$ cat src/rtl/recip_norm_arbiter.sv
// Two-requester round-robin front end sharing one sign/magnitude + LZC normaliser.
// Optional macro RECIP_NORM_STATS_EN adds saturating acceptance/zero-result counters.
module recip_norm_arbiter #(
  parameter int WIDTH = 24,
  parameter int SHW   = 5
) (
  input  logic             i_clk,
  input  logic             i_reset_n,
  input  logic             i_req0_valid,
  input  logic [WIDTH-1:0] i_req0_data,
  output logic             o_req0_ready,
  input  logic             i_req1_valid,
  input  logic [WIDTH-1:0] i_req1_data,
  output logic             o_req1_ready,
  output logic             o_valid,
  input  logic             i_out_ready,
  output logic [WIDTH-1:0] o_mant,
  output logic [SHW-1:0]   o_shift,
  output logic             o_sign,
  output logic             o_zero,
`ifdef RECIP_NORM_STATS_EN
  output logic [15:0]      o_cnt0,
  output logic [15:0]      o_cnt1,
  output logic [15:0]      o_cnt_zero,
`endif
  output logic             o_id
);

`ifndef OPENLANE
  if (WIDTH != 24) begin : g_width_check
    $error("recip_norm_arbiter: WIDTH must be 24 to match the lzc");
  end
`endif

  // Handshake: a transfer happens on a rising edge where valid and ready are both high.
  // Ready may depend on valid; valid must never depend on ready.

  logic             s1_valid_q;
  logic [WIDTH-1:0] s1_abs_q;
  logic             s1_sign_q;
  logic             s1_id_q;
  logic             last_grant_q, last_grant_d;
  logic             out_valid_q;
  logic [WIDTH-1:0] out_mant_q;
  logic [SHW-1:0]   out_shift_q;
  logic             out_sign_q;
  logic             out_zero_q;
  logic             out_id_q;

  logic             adv2, load1;
  logic             any_grant, grant_id;
  logic [WIDTH-1:0] data_sel, abs_d;
  logic             sign_d;
  logic [SHW-1:0]   lzc_cnt;
  logic [WIDTH-1:0] mant_d;
  logic             zero_d;

  assign adv2  = !out_valid_q || i_out_ready;
  assign load1 = !s1_valid_q || adv2;

  // Contention goes to whichever requester did not win last.
  always_comb begin
    any_grant    = 1'b0;
    grant_id     = 1'b0;
    last_grant_d = last_grant_q;
    if (load1) begin
      if (i_req0_valid && i_req1_valid) begin
        any_grant = 1'b1;
        grant_id  = ~last_grant_q;
      end else if (i_req0_valid) begin
        any_grant = 1'b1;
        grant_id  = 1'b0;
      end else if (i_req1_valid) begin
        any_grant = 1'b1;
        grant_id  = 1'b1;
      end
    end
    if (any_grant) last_grant_d = grant_id;
  end

  assign o_req0_ready = any_grant && !grant_id;
  assign o_req1_ready = any_grant && grant_id;

  assign data_sel = grant_id ? i_req1_data : i_req0_data;
  assign sign_d   = data_sel[WIDTH-1];
  // Most-negative input wraps back to itself, read as unsigned 2^23.
  assign abs_d    = sign_d ? (~data_sel + {{(WIDTH-1){1'b0}}, 1'b1}) : data_sel;

  // Highest set bit wins because later iterations overwrite earlier ones.
  always_comb begin
    lzc_cnt = SHW'(WIDTH);
    for (int i = 0; i < WIDTH; i++) begin
      if (s1_abs_q[i]) lzc_cnt = SHW'(WIDTH - 1 - i);
    end
  end

  assign mant_d = s1_abs_q << lzc_cnt;
  assign zero_d = (s1_abs_q == '0);

  always_ff @(posedge i_clk or negedge i_reset_n) begin
    if (!i_reset_n) begin
      last_grant_q <= 1'b1;
      s1_valid_q   <= 1'b0;
      s1_abs_q     <= '0;
      s1_sign_q    <= 1'b0;
      s1_id_q      <= 1'b0;
    end else begin
      last_grant_q <= last_grant_d;
      if (load1) begin
        s1_valid_q <= any_grant;
        if (any_grant) begin
          s1_abs_q  <= abs_d;
          s1_sign_q <= sign_d;
          s1_id_q   <= grant_id;
        end
      end
    end
  end

  always_ff @(posedge i_clk or negedge i_reset_n) begin
    if (!i_reset_n) begin
      out_valid_q <= 1'b0;
      out_mant_q  <= '0;
      out_shift_q <= '0;
      out_sign_q  <= 1'b0;
      out_zero_q  <= 1'b0;
      out_id_q    <= 1'b0;
    end else if (adv2) begin
      out_valid_q <= s1_valid_q;
      if (s1_valid_q) begin
        out_mant_q  <= mant_d;
        out_shift_q <= lzc_cnt;
        out_sign_q  <= s1_sign_q;
        out_zero_q  <= zero_d;
        out_id_q    <= s1_id_q;
      end
    end
  end

  assign o_valid = out_valid_q;
  assign o_mant  = out_mant_q;
  assign o_shift = out_shift_q;
  assign o_sign  = out_sign_q;
  assign o_zero  = out_zero_q;
  assign o_id    = out_id_q;

`ifdef RECIP_NORM_STATS_EN
  logic [15:0] cnt0_q, cnt1_q, cnt_zero_q;

  always_ff @(posedge i_clk or negedge i_reset_n) begin
    if (!i_reset_n) begin
      cnt0_q     <= '0;
      cnt1_q     <= '0;
      cnt_zero_q <= '0;
    end else begin
      if (i_req0_valid && o_req0_ready && cnt0_q != 16'hFFFF) cnt0_q <= cnt0_q + 16'd1;
      if (i_req1_valid && o_req1_ready && cnt1_q != 16'hFFFF) cnt1_q <= cnt1_q + 16'd1;
      if (out_valid_q && i_out_ready && out_zero_q && cnt_zero_q != 16'hFFFF)
        cnt_zero_q <= cnt_zero_q + 16'd1;
    end
  end

  assign o_cnt0     = cnt0_q;
  assign o_cnt1     = cnt1_q;
  assign o_cnt_zero = cnt_zero_q;
`endif

endmodule

$ cat config.mk
export PLATFORM = sky130hd
export DESIGN_NAME = recip_norm_arbiter
export DESIGN_NICKNAME = d
export VERILOG_FILES = /design/src/rtl/recip_norm_arbiter.sv
export SDC_FILE = /design/constraint.sdc
export NUM_CORES = 1
export LEC_CHECK = 0
export ABC_AREA = 1
export CORE_ASPECT_RATIO = 1.75
export CORE_MARGIN = 8
export CORE_UTILIZATION = 35
export DETAILED_ROUTE_END_ITERATION = 10
export PLACE_DENSITY_LB_ADDON = 0.2
export SYNTH_ARGS = -nofsm -noshare
export SYNTH_HDL_FRONTEND = slang
export SYNTH_SLANG_ARGS = --single-unit
$ cat constraint.sdc
create_clock -name i_clk -period 2.6 [get_ports i_clk]
set_clock_uncertainty 0.2 [all_clocks]
set_input_delay 0.52 -clock i_clk [delete_from_list [all_inputs] [get_ports i_clk]]
set_output_delay 0.52 -clock i_clk [all_outputs]
set_load 0.01 [all_outputs]
## Word level (Yosys, flattened, before mapping)

Cells that the tools add are included.

- Word-level logic and storage cells: 59
- Input bits: 53
- Register bits: 61
- Output and inout bits: 35

- Add/sub/neg operators: 1
- Muxes and demuxes: 33
- Reductions and logical operators: 11
- Shift operators: 1
- Bitwise gates (word level): 2

Operators with widths:

| operator | count |
|---|---|
| 2-to-1 mux 5 bit | 23 |
| 2-to-1 mux 24 bit | 2 |
| adder 24 x 1 -> 24 bit (second input constant) | 1 |
| zero test 24 bit | 1 |
| NOT 24 bit | 1 |
| << shifter 24 x 5 -> 24 bit | 1 |
| 2-to-1 mux 1 bit | 7 |
| 2-to-1 mux 4 bit | 1 |
| AND reduction 2 bit | 2 |
| logical AND 1 bit | 3 |
| zero test 1 bit | 3 |
| logical OR 1 bit | 2 |
| NOT 1 bit | 1 |

## Depth between registers and ports, before layout

- Depth in word-level cells: 25
- Mapped depth: 33
- Gate-level depth less buffers: 32

## Worst setup path after synthesis

No wires, ideal clock.

- Path type: input -> register
- Start point: in i_out_ready
- End point: reg s1_abs_q[19]
- Setup time: 131 ps
- Required time: 2269 ps
- Stages: 20
- Arrival: 2480 ps
- Buffers on the path: 0
- Slack: -211 ps
- Path through: inv_1 > nand2_2 > nor2_2 > inv_2 > nand3_4 > inv_4 > or2_0 > o21ai_1 > inv_2 > nor3_2 > nand2_1 > nor3_2 > nand2_1 > nor3_2 > nand2_1 > nor3_2 > nand2_1 > nand2_1 > xor2_1 > o21ai_1

- Longest elaborated chain between the ends: 7
- Elaborated cells between the ends (all ways): 9
- Those cells by class: 1 x add/sub; 4 x mux; 1 x bitwise; 3 x reduce/logical

Ends and longest elaborated chain:

| element | line | RTL |
|---|---|---|
| start: declaration | 16 | `input logic i_out_ready,` |
| logical OR 1 bit * | 58 | `assign adv2 = !out_valid_q \|\| i_out_ready;` |
| logical OR 1 bit * | 59 | `assign load1 = !s1_valid_q \|\| adv2;` |
| 2-to-1 mux 1 bit | 66 | `if (load1) begin` |
| 2-to-1 mux 24 bit | 84 | `assign data_sel = grant_id ? i_req1_data : i_req0_data;` |
| NOT 24 bit | 87 | `assign abs_d = sign_d ? (~data_sel + {{(WIDTH-1){1'b0}}, 1'b1}) : data_sel;` |
| adder 24 x 1 -> 24 bit | 87 |  |
| 2-to-1 mux 24 bit | 87 |  |
| end signal: assignment | 112 | `s1_abs_q <= abs_d;` |
| end: declaration | 39 | `logic [WIDTH-1:0] s1_abs_q;` |

Mark *: on every way between the ends. The rest lies on a longest branch, timed or not.
A chain may end at the register's enable or synchronous reset.

## Worst setup path after layout

- Start point: reg s1_abs_q[0]
- End point: reg out_mant_q[19], in the netlist o_mant[19]

- Longest elaborated chain between the ends: 25

Ends and longest elaborated chain:

| element | line | RTL |
|---|---|---|
| 2-to-1 mux 4 bit | 93 | `if (s1_abs_q[i]) lzc_cnt = SHW'(WIDTH - 1 - i);` |
| 2-to-1 mux 5 bit (23 in a row) | 93 |  |
| << shifter 24 x 5 -> 24 bit * | 97 | `assign mant_d = s1_abs_q << lzc_cnt;` |
| end signal: assignment | 131 | `out_mant_q <= mant_d;` |
| end: declaration | 44 | `logic [WIDTH-1:0] out_mant_q;` |

Marks and branches as above.

==> metrics.md <==
| Metric | Value |
|---|---|
| Die Area | `16800 sq um` |
| First-pass DRT Iterations | `4` |
| Syn. warnings | `0` |
| Ports | `88` |
| RR Startpoint | `s1_abs_q[0]` |
| Pre-CTS WS | `-1.25 ns` |
| # setup viols final | `40` |
| Commonest non-fill, non-tap cell in the layout | `nand2_1` |
| Crit Path Category | `register to register` |
| Post-synth ARST share | `100%` |
| Final Hold Viols | `4` |
| Worst-Skew Late Latency | `0.34 ns` |
| Chip width | `101 um` |
| Clock period minus worst slack | `3.06 ns` |
| CTS max path bufs | `2` |
| Initial Util | `35.8%` |
| Nets | `949` |
| Seq cells post-synth | `61` |
| Number of diodes | `0` |
| DR vias/cell | `5.10` |
| Fill count | `1033` |
| Relative slew margins | `48.7%` |
| Vias | `5448` |
| Worst Path Required | `2.63 ns` |
| Routed len/inst | `16.4 um` |
| Total track usage | `20.7%` |
| Instance area after placement | `6290 sq um` |
| Root Buffer | `clkbuf_16` |
| Finished Cell Area | `8240 sq um` |
| Clock transition at path regs | `0.06 ns` |
| VDD IR max | `0.454 mV` |
| Rows | `54` |
| Total routed wirelength | `17600 um` |
| Iteration-0 DRC Markers | `230` |
| Worst Setup Slack, final | `-0.459 ns` |
| Sum Neg Setup Slack | `-12.41 ns` |
| Post-synth EDFFs | `0` |
| Slew Viols, Final | `0` |
| Global-route wire length before repair | `27400 um` |
| Antenna Nets Post-Route | `0` |
| Max-Cap Viols | `0` |
| Grt total ovfl | `0` |
| DRC Markers | `0` |
| HPWL Detailed | `11700 um` |
| Area delta synth->final | `84.1%` |
| Critical path's slowest cell | `dfrtp_1` |
| Largest net degree at the start of global routing | `49` |
| CTS tree | `built` |
| Gpl congestion | `0.863` |
| Worst Tran Pin Value | `0.768 ns` |
| Most used DFF post-synth | `dfrtp_1` |
| LEAKAGE | `3.94 nW` |
| Gate Count Post-Synth | `680` |
| Sink Count | `61` |
| Kind of path behind the tightest hold check | `input pin to async pin` |
| Worst Path Arrival | `3.09 ns` |
| Vias in the first global route | `5748` |
| Tcrit/Tclk final | `118%` |
| Status | `finished, violations left` |
| Htree depth | `3` |
| Synth Cell Area | `4470 sq um` |
| PD cells | `1080 nW/um^2` |
| Maximum fanout along the worst path | `7` |
| Share of cells above drive strength 1 | `38.7%` |
| Crit-path most repeated cell | `nand2_1` |
| Most frequent cells in the layout | `nand2_1, buf_4, clkdlybuf4s50_1` |
| Nature of the critical path startpoint | `register` |
| CP startpoint | `s1_abs_q[0]` |
| Crit. End Element | `register` |
| Netlist cell types | `35` |
| Syn nets | `734` |
| Post-Syn Area per Cell | `6.58 sq um` |
| Failing checks | `hold timing, setup timing` |
| RSZ-0062 raised after global routing | `yes` |
| Core area | `12500 sq um` |
| Fmax | `0.327 GHz` |
| Seq/Total Area, Yosys | `34.2%` |
| Count of input and output buffers | `87` |
| Antenna violations before repair | `0` |
| Worst hold slack | `-0.0108 ns` |
| Clock buffer count from CTS | `9` |
| Largest stage delay, worst path | `0.41 ns` |
| Die H | `166 um` |
| Power after layout | `8.88 mW` |
repair_timing:
action                     4_1_cts  5_1_grt
hold buffers                     0        0
setup buffers                   28       15
gates cloned                     5        3
setup endpoints to repair       47       42
pin swaps                       59       50
resized for setup              202       68
final cells by class:
type	count	area, sq um	share of cell area [%]
clock buffer	10	229	2.78
clock inverter	6	87.6	1.06
inverter	73	297	3.60
multi-input combinational	518	3650	44.3
sequential	61	1530	18.6
tap	168	210	2.55
timing repair buffer	232	2230	27.1
synthesized netlist by cell type (3+ instances only):
master / instances / area, sq um
nand2_1: 203 / 762
nand3_1: 130 / 651
inv_1: 68 / 255
dfrtp_1: 60 / 1500
o21ai_0: 47 / 235
nor2_1: 40 / 150
clkbuf_1: 23 / 86.3
xor2_1: 21 / 184
mux2i_1: 17 / 170
o21ai_1: 11 / 55.1
a21oi_1: 8 / 40.0
nor3_2: 7 / 70.1
or2_2: 6 / 37.5
buf_2: 5 / 25.0
nand4_1: 5 / 31.3
inv_2: 4 / 15.0
nor4_1: 3 / 18.8
worst max-delay path, delay by kind of cell (launching register included):
family	cells	cell delay (ns)
DFF	1	0.41
buffers and inverters	3	0.45
and+or+nand+nor	29	1.89
metal layers:
metal | up-vias | routed length [um] | track usage, %
met4 | 0 | 1310 | 15.8
met3 | 84 | 771 | 3.53
li1 | 2652 | - | -
met5 | - | 0 | 0
met1 | 2523 | 6040 | 19.3
met2 | 189 | 9440 | 38.7
logic make-up after synthesis:
group | after synthesis | synth area share (%)
xor+xnor | 21 | 4.11
mux | 17 | 3.80
fa+ha+maj | 1 | 0.280
compound gates | 71 | 8.22
simple gates | 405 | 40.4
flops | 61 | 34.2
buf+inv | 104 | 9.01
stage by stage:
step           cells  utilization, %
4_1_cts         1051            61.8
6_report        1068            65.9
3_5_place_dp    1003            50.3
2_1_floorplan    680               -
3_3_place_gp    1003            50.3
5_1_grt         1068            65.9
final timing paths:
| kind | endpoint | slack [ns] | depth (start not counted) |
|---|---|---|---|
| worst max-delay path | o_mant[19] | -0.46 | 32 |
| worst min-delay path | s1_id_q | -0.01 | 1 |
| worst max register to register | o_mant[19] | -0.46 | 32 |
| worst min register to register | last_grant_q | 0.27 | 2 |
| max in group asynchronous | o_mant[2] | 1.61 | 2 |
| min in group i_clk | last_grant_q | 0.27 | 2 |
flip-flops by register name, indices dropped and copies added, names as in the netlist:
| register | count |
|---|---|
| o_mant | 24 |
| o_valid | 1 |
| o_zero | 1 |
| s1_abs_q | 24 |
| last_grant_q | 1 |
| o_sign | 1 |
| s1_id_q | 1 |
| s1_valid_q | 1 |
| o_id | 1 |
| s1_sign_q | 1 |
| o_shift | 5 |
power by group:
| part | switching [mW] | internal [mW] | total (mW) | leakage, nW |
|---|---|---|---|---|
| logic | 3.37 | 2.72 | 6.10 | 3.05 |
| registers | 0.236 | 1.29 | 1.52 | 0.750 |
| clock network | 0.426 | 0.836 | 1.26 | 0.145 |
No activity file was read; power rests on OpenSTA's default activity.
